**config.mk**
```make
export PLATFORM = sky130hd
export DESIGN_NAME = mips_cpu_muldiv
export DESIGN_NICKNAME = d
export VERILOG_FILES = /design/src/rtl/mips_cpu_muldiv.sv
export SDC_FILE = /design/constraint.sdc
export NUM_CORES = 1
export LEC_CHECK = 0
export CORE_AREA = 5 5 214 216
export DETAILED_ROUTE_END_ITERATION = 10
export DIE_AREA = 0 0 219 221
export PLACE_DENSITY = 0.57
export SLEW_MARGIN = 10
export SYNTH_ARGS = -nofsm -noshare
export SYNTH_HDL_FRONTEND = slang
export SYNTH_SLANG_ARGS = --single-unit
```
**constraint.sdc**
```tcl
create_clock -name clk -period 4.4 [get_ports clk]
set_input_delay 1.1 -clock clk [delete_from_list [all_inputs] [get_ports clk]]
set_output_delay 1.1 -clock clk [all_outputs]
set_load 0.005 [all_outputs]
```
**src/rtl/mips_cpu_muldiv.sv**
```systemverilog
// Iterative multiply/divide unit owning the HI/LO registers.
// Shift-add multiply and restoring divide run on magnitudes, and signs are fixed up in FIN.
module mips_cpu_muldiv #(
  parameter int WIDTH = 32,
  localparam int CNT_W = $clog2(WIDTH) + 1
) (
  input  logic             clk,
  input  logic             reset,
  input  logic             clk_enable,
  input  logic             start,
  input  logic [2:0]       op,
  input  logic [WIDTH-1:0] a,
  input  logic [WIDTH-1:0] b,
  output logic             busy,
  output logic             done,
  output logic [WIDTH-1:0] hi,
  output logic [WIDTH-1:0] lo
);

  localparam logic [2:0] OP_MULT  = 3'd0;
  localparam logic [2:0] OP_MULTU = 3'd1;
  localparam logic [2:0] OP_DIV   = 3'd2;
  localparam logic [2:0] OP_DIVU  = 3'd3;
  localparam logic [2:0] OP_MTHI  = 3'd4;
  localparam logic [2:0] OP_MTLO  = 3'd5;

  typedef enum logic [1:0] {IDLE, MUL, DIV, FIN} state_t;

  state_t           state;
  logic [CNT_W-1:0] cnt;
  logic [WIDTH-1:0] rh;       // partial product high half, or partial remainder
  logic [WIDTH-1:0] rl;       // multiplier bits, or dividend bits becoming quotient
  logic [WIDTH-1:0] operand;  // multiplicand or divisor magnitude
  logic [WIDTH-1:0] a_lat;
  logic             is_div;
  logic             neg_q;
  logic             neg_r;
  logic             div_zero;

  logic             neg_a;
  logic             neg_b;
  logic [WIDTH-1:0] mag_a;
  logic [WIDTH-1:0] mag_b;
  logic [WIDTH:0]   mul_sum;
  logic [WIDTH:0]   div_shift;
  logic             div_ge;
  logic [WIDTH-1:0] div_sub;
  logic [2*WIDTH-1:0] prod_fix;
  logic [WIDTH-1:0] fin_hi;
  logic [WIDTH-1:0] fin_lo;

  // NOTE: every always_comb output gets a default first so no path can infer a latch.
  always_comb begin
    neg_a     = ((op == OP_MULT) || (op == OP_DIV)) && a[WIDTH-1];
    neg_b     = ((op == OP_MULT) || (op == OP_DIV)) && b[WIDTH-1];
    mag_a     = neg_a ? -a : a;
    mag_b     = neg_b ? -b : b;

    mul_sum   = rl[0] ? ({1'b0, rh} + {1'b0, operand}) : {1'b0, rh};
    div_shift = {rh, rl[WIDTH-1]};
    div_ge    = div_shift >= {1'b0, operand};
    div_sub   = div_shift[WIDTH-1:0] - operand;

    prod_fix  = neg_q ? -{rh, rl} : {rh, rl};
    fin_hi    = prod_fix[2*WIDTH-1:WIDTH];
    fin_lo    = prod_fix[WIDTH-1:0];
    if (is_div) begin
      if (div_zero) begin
        fin_hi = a_lat;
        fin_lo = '1;
      end else begin
        fin_hi = neg_r ? -rh : rh;
        fin_lo = neg_q ? -rl : rl;
      end
    end
  end

  // NOTE: sequential state uses non-blocking assignments only; reset clears the
  // whole datapath as well so nothing downstream can ever observe X.
  always_ff @(posedge clk) begin
    if (reset) begin
      state    <= IDLE;
      busy     <= 1'b0;
      done     <= 1'b0;
      hi       <= '0;
      lo       <= '0;
      cnt      <= '0;
      rh       <= '0;
      rl       <= '0;
      operand  <= '0;
      a_lat    <= '0;
      is_div   <= 1'b0;
      neg_q    <= 1'b0;
      neg_r    <= 1'b0;
      div_zero <= 1'b0;
    end else if (clk_enable) begin
      done <= 1'b0;
      case (state)
        IDLE: if (start) begin
          case (op)
            OP_MTHI: begin
              hi   <= a;
              done <= 1'b1;
            end
            OP_MTLO: begin
              lo   <= a;
              done <= 1'b1;
            end
            OP_MULT, OP_MULTU: begin
              state   <= MUL;
              busy    <= 1'b1;
              cnt     <= CNT_W'(WIDTH);
              rh      <= '0;
              rl      <= mag_b;
              operand <= mag_a;
              is_div  <= 1'b0;
              neg_q   <= neg_a ^ neg_b;
            end
            OP_DIV, OP_DIVU: begin
              state    <= DIV;
              busy     <= 1'b1;
              cnt      <= CNT_W'(WIDTH);
              rh       <= '0;
              rl       <= mag_a;
              operand  <= mag_b;
              a_lat    <= a;
              is_div   <= 1'b1;
              neg_q    <= neg_a ^ neg_b;
              neg_r    <= neg_a;
              div_zero <= (b == '0);
            end
            default: ;
          endcase
        end
        MUL: begin
          rh  <= mul_sum[WIDTH:1];
          rl  <= {mul_sum[0], rl[WIDTH-1:1]};
          cnt <= cnt - CNT_W'(1);
          if (cnt == CNT_W'(1)) state <= FIN;
        end
        DIV: begin
          rh  <= div_ge ? div_sub : div_shift[WIDTH-1:0];
          rl  <= {rl[WIDTH-2:0], div_ge};
          cnt <= cnt - CNT_W'(1);
          if (cnt == CNT_W'(1)) state <= FIN;
        end
        FIN: begin
          hi    <= fin_hi;
          lo    <= fin_lo;
          busy  <= 1'b0;
          done  <= 1'b1;
          state <= IDLE;
        end
        default: state <= IDLE;
      endcase
    end
  end

endmodule

```
=== After elaboration in Yosys (flattened, before gate mapping) ===
Index checks and enable logic that the tools add are counted.
W data, S select, Z words.

* Add/sub/neg operators: 8
* Bitwise logic cells: 1
* Reduce and logical (&&, ||, !) cells: 25
* Multiplexer cells: 38
* $lt $le $gt $ge: 1
* Equal/unequal tests: 15

{| class="wikitable"
|+ Operators by type and width
! kind !! count
|-
| $mux W32 || 16
|-
| $pmux W32 S2 || 4
|-
| $pmux W32 S3 || 2
|-
| $neg A32 Y32 || 4
|-
| $mux W64 || 1
|-
| $neg A64 Y64 || 1
|-
| $reduce_and A4 Y1 || 10
|-
| $add A32 B32 Y33 || 1
|-
| $ge A33 B32 Y1 || 1
|-
| $mux W33 || 1
|-
| $logic_not A32 Y1 || 1
|-
| $sub A32 B32 Y32 || 1
|-
| $mux W6 || 2
|-
| $pmux W6 S2 || 1
|-
| $reduce_or A2 Y1 || 4
|-
| $eq A3 B2 Y1 const B || 2
|-
| $eq A3 B3 Y1 const B || 2
|-
| $eq A6 B1 Y1 const B || 1
|-
| $ne A2 B1 Y1 const B || 3
|-
| $pmux W1 S2 || 3
|-
| $pmux W2 S3 || 1
|-
| $reduce_bool A2 Y1 || 3
|-
| $sub A6 B1 Y6 const B || 1
|-
| $eq A2 B2 Y1 const B || 2
|-
| 14 further kinds || 20
|}

* Output and inout port bits: 66
* Input bits: 71
* Word-level logic and storage cells: 102
* Flip-flop bits (word level): 206

=== Longest topological paths before layout ===
* Word-level depth: 7
* Depth in mapped cells: 14
* Depth with buffers taken out: 13

=== Least setup slack after synthesis ===
Ideal clock, no wire load.

* Kind: input to register
* Start point: input b[0]
* End point: register rl[30]
* Path buffers: 0
* Slack: 0.791 ns
* Required time: 4.268 ns
* Setup time: 0.132 ns
* Cell stages on the path: 11
* Arrival time: 3.477 ns
* Cell sequence: inv_1 -> ha_1 -> or4b_2 -> nor3_1 -> nand3_1 -> o41ai_1 -> xnor2_1 -> nor2_1 -> nor3_1 -> a211oi_1 -> nor3_1

* Longest elaborated chain between the ends: 5

{| class="wikitable"
|+ RTL lines
! item !! RTL line !! RTL
|-
| from (decl) || 13 || <nowiki>input logic [WIDTH-1:0] b,</nowiki>
|-
| $neg A32 Y32 || 57 || <nowiki>mag_b = neg_b ? -b : b;</nowiki>
|-
| $mux W32 || 57 ||
|-
| $pmux W32 S2 || 100 || <nowiki>case (op)</nowiki>
|-
| $mux W32 || 99 || <nowiki>IDLE: if (start) begin</nowiki>
|-
| $pmux W32 S3 || 98 || <nowiki>case (state)</nowiki>
|-
| to (signal assigned) || 114 || <nowiki>rl <= mag_b;</nowiki>
|-
| to (signal assigned) || 124 || <nowiki>rl <= mag_a;</nowiki>
|-
| to (signal assigned) || 137 || <nowiki>rl <= {mul_sum[0], rl[WIDTH-1:1]};</nowiki>
|-
| to (decl) || 32 || <nowiki>logic [WIDTH-1:0] rl;</nowiki>
|}

Every way passes these cells. The select of a mux whose other input is x is not followed.
A chain may end at the register's enable or synchronous reset.

=== Final worst setup path ===
* Start point: register rh[15]
* End point: register rh[16]

* Longest elaborated chain between the ends: 3
* Elaborated cells on any way between the ends: 6
* Those cells by class: 2 x add/sub; 1 x order compare; 3 x mux

{| class="wikitable"
|+ RTL lines
! item !! RTL line !! RTL
|-
| from (decl) || 31 || <nowiki>logic [WIDTH-1:0] rh;</nowiki>
|-
| from (signal assigned) || 136 || <nowiki>rh <= mul_sum[WIDTH:1];</nowiki>
|-
| from (signal assigned) || 142 || <nowiki>rh <= div_ge ? div_sub : div_shift[WIDTH-1:0];</nowiki>
|-
| $sub A32 B32 Y32 (tied with other cells) || 62 || <nowiki>div_sub = div_shift[WIDTH-1:0] - operand;</nowiki>
|-
| $mux W32 / $mux W33 (equally long branches) || 142, 59 ||
|-
| $pmux W32 S3 (*) || 98 ||
|}

Every way passes the cells marked *; elsewhere a longest branch is shown, timed or not.

==> flow_summary.yaml <==
status:
  status: "completed"
clock_network:
  numCtsBuffers: 26
  cts-root-buf: "clkbuf_16"
  cts_setup_buffers: 0
  path_clk_slew_ns: 0.07
  hold_buffers: 0
  cts_tree: "yes"
  htree_levels: 1
  cts_resized: 0
  clock_path_buffers: 3
  clock_latency_ns: 0.59
  clock_sinks: 206
global_routing:
  antenna_found_initial: 1
  met2_usage_pct: 46.2
  first_global_vias: 17981
  use_met1_pct: 41.8
  grt_first_pass_wirelength_um: 115000
  met3_usage_pct: 5.29
  grt_max_degree: 138
  top_usage_layer: "met2"
  grt_usage_pct: 30.2
  grt_overflow: 0
worst_setup_path:
  r2r_setup_slack_ns: 0.55
  critPathKind: "flop to flop"
  crit_required_ns: 4.89
  path_buf_inv: 2
  crit_family: "compound AO/OA/AOI/OAI gates"
  cp-end-kind: "flop"
  start_kind: "flop"
  max_stage_delay_ns: 0.70
  crit_chain: "ha_1 -> nand3_1 -> nor3_1 -> a31oi_1 -> a211oi_1 -> a41oi_1 -> buf_4 -> and2_1 -> buf_4 -> o21ai_0 -> a222oi_1 -> o31ai_1"
  slowest_stage: "dfxtp_1"
  worst_ep_arrival_time_ns: 4.33
  crit_path_frequent_cell: "buf_4"
  worstPathMaxFanout: 11
power_and_ir_drop:
  comb_power_share_pct: 35.2
  powerDensity_mw_per_mm2: 331
  power_mw: 6.76
  seqPwrFrac_pct: 30.9
  peakVddDrop_mv: 0.273
  switching_share_pct: 38.2
  p_int_mw: 4.18
  pwr-share-clk_pct: 33.9
  p_sw_mw: 2.59
  leakagePower_nw: 7.55
floorplan:
  dieHeight_um: 221
  io_pins: 137
  initial_utilization_pct: 39.2
  die_x_um: 219
  dieArea_sq_mm: 0.0484
  row_count: 77
  coreArea_sq_mm: 0.0437
timing:
  slew_headroom_pct: 39.8
  worstMarginPinSlew_ns: 0.902
  final.setup.tns_ns: 0
  timing.fmax_mhz: 260
  fin_crit_sh_pct: 87.4
  rsz0062_at_grt: "no"
  skew_ns: 0.0385
  period_needed_ns: 3.85
  fin_ws_ns: 0.554
  maxSlewViolCount: 0
  setup_viol: 0
  hold_viol: 0
synthesis:
  synth_ff_type: "dfxtp_1"
  ys_seq_area_share_pct: 24.0
  async_flop_share_pct: 0
  synth_cells: 2368
  synth.distinct_cells: 85
  synth.avg_cell_area_sq_um: 7.24
  syn_nets: 2515
  synth_area_sq_mm: 0.0172
  synth-edff-count: 0
  ys_ff_latch: 206
  yosys_warnings: 0
layout:
  final_cell_mix: "nand2_1 (299), a21oi_1 (257), nor2_1 (207)"
  stdcell_count: 3075
  final_area_sq_mm: 0.0204
  final_common_cell: "nand2_1"
  area_growth_pct: 19.0
  nNetsFinal: 2611
  drive_above_1_share_pct: 9.38
  antenna_cells: 0
place:
  placed_area_sq_mm: 0.0195
  gp_congestion: 1.00
  dpl_worst_slack_ns: 0.135
  port_buffers: 136
  hpwl_um: 58400
  dp_cells: 3028
flow_run:
  drv_cap: 0
drt:
  wire_per_inst_um: 24.9
  drc: 0
  routed_via_density: 6.16
  dr_total_vias: 18935
  routed_wl_um: 76500
  drt_iter0_markers: 2231
  ant_nets: 0
  dr.pass1.iters: 6
worst_hold_path:
  min_path_type: "flop to flop"
==> logic make-up after synthesis <==
kind of cell / synth area share, %
fa+ha+maj: 5.63
mux: 2.36
compound gates: 31.2
simple gates: 20.7
xor+xnor: 9.45
buf+inv: 6.55
flops: 24.0
==> metal layers <==
metal	part of all wire, %	wire length [um]	up-vias
met1	42	32400	9017
met2	44	33600	918
li1	-	-	8820
met3	8.5	6480	180
met4	5.3	4040	0
met5	0	0	-
==> registers in the layout, summed over array words and instances, names as in the netlist, 2 cells and up <==
name and flops:
operand 32, cnt 6, hi 32, rh 32, state 2, a_lat 32, lo 32, rl 32
==> synth_stat cells (9+ instances only) <==
master,count,share of area [%]
a22oi_1,30,1.3
buf_1,16,0.35
nand2_1,299,6.5
nor2_1,210,4.6
a22o_1,12,0.61
or3_1,21,0.77
nor4_1,17,0.62
dfxtp_1,206,24
o21ai_0,140,4.1
clkbuf_1,176,3.9
xnor2_1,127,6.5
a31oi_1,27,0.98
nand4_1,16,0.58
nand3_1,35,1.0
nor2b_1,18,0.66
o2111ai_1,10,0.51
o31ai_1,27,1.2
o221a_2,10,0.66
o41ai_1,12,0.61
o221ai_1,45,2.3
a222oi_1,13,0.76
a2bb2oi_1,9,0.46
o211ai_1,34,1.5
mux2i_1,37,2.2
a211oi_1,63,2.8
xor2_1,58,3.0
and2_1,17,0.62
a221oi_1,19,0.97
a21o_1,24,1.1
nand2b_1,12,0.44
nor3_1,35,1.0
or4_1,18,0.79
ha_1,74,5.4
a21oi_1,257,7.5
inv_1,80,1.8
o21a_1,11,0.48
and3_1,10,0.36
or2_2,12,0.44
o22ai_1,13,0.47
==> tightest hold or removal path: stages (launching register included) <==
cell and delay [ns]:
dfxtp_1 0.31, nand2_1 0.05, a21oi_1 0.05
==> power groups by stage <==
stage | combinational, mW | clock [mW] | sequential, mW
floorplan | 1.47 | 0 | 2.06
global placement | 2.32 | 0 | 2.12
detailed placement | 2.32 | 0 | 2.12
CTS | 2.33 | 2.31 | 2.08
global route | 2.54 | 2.39 | 2.10
finish | 2.38 | 2.29 | 2.09
==> per-stage QoR <==
step	hold slack (ns)	utilization (%)
after floorplan	0.431	-
after global placement	0.441	44.6
after detailed placement	0.446	44.6
after CTS	0.456	46.7
after global routing	0.475	46.7
final	0.456	46.7
==> layout make-up <==
class	count	area, sq um
fill	4476	23300
multi-input combinational	1876	11900
sequential	206	4130
timing repair buffer	273	2420
tap	592	741
clock buffer	35	724
inverter	81	304
clock inverter	12	173
==> path summary, 6_finish.rpt <==
check                               end                   from  cells after the start
setup / recovery    rh[16]$_SDFFE_PP0P_    rh[15]$_SDFFE_PP0P_                     12
setup reg to reg    rh[16]$_SDFFE_PP0P_    rh[15]$_SDFFE_PP0P_                     12
hold reg to reg   a_lat[3]$_SDFFE_PP0P_  a_lat[3]$_SDFFE_PP0P_                      2
hold / removal    a_lat[3]$_SDFFE_PP0P_  a_lat[3]$_SDFFE_PP0P_                      2
No activity file was read; power rests on OpenSTA's default activity.
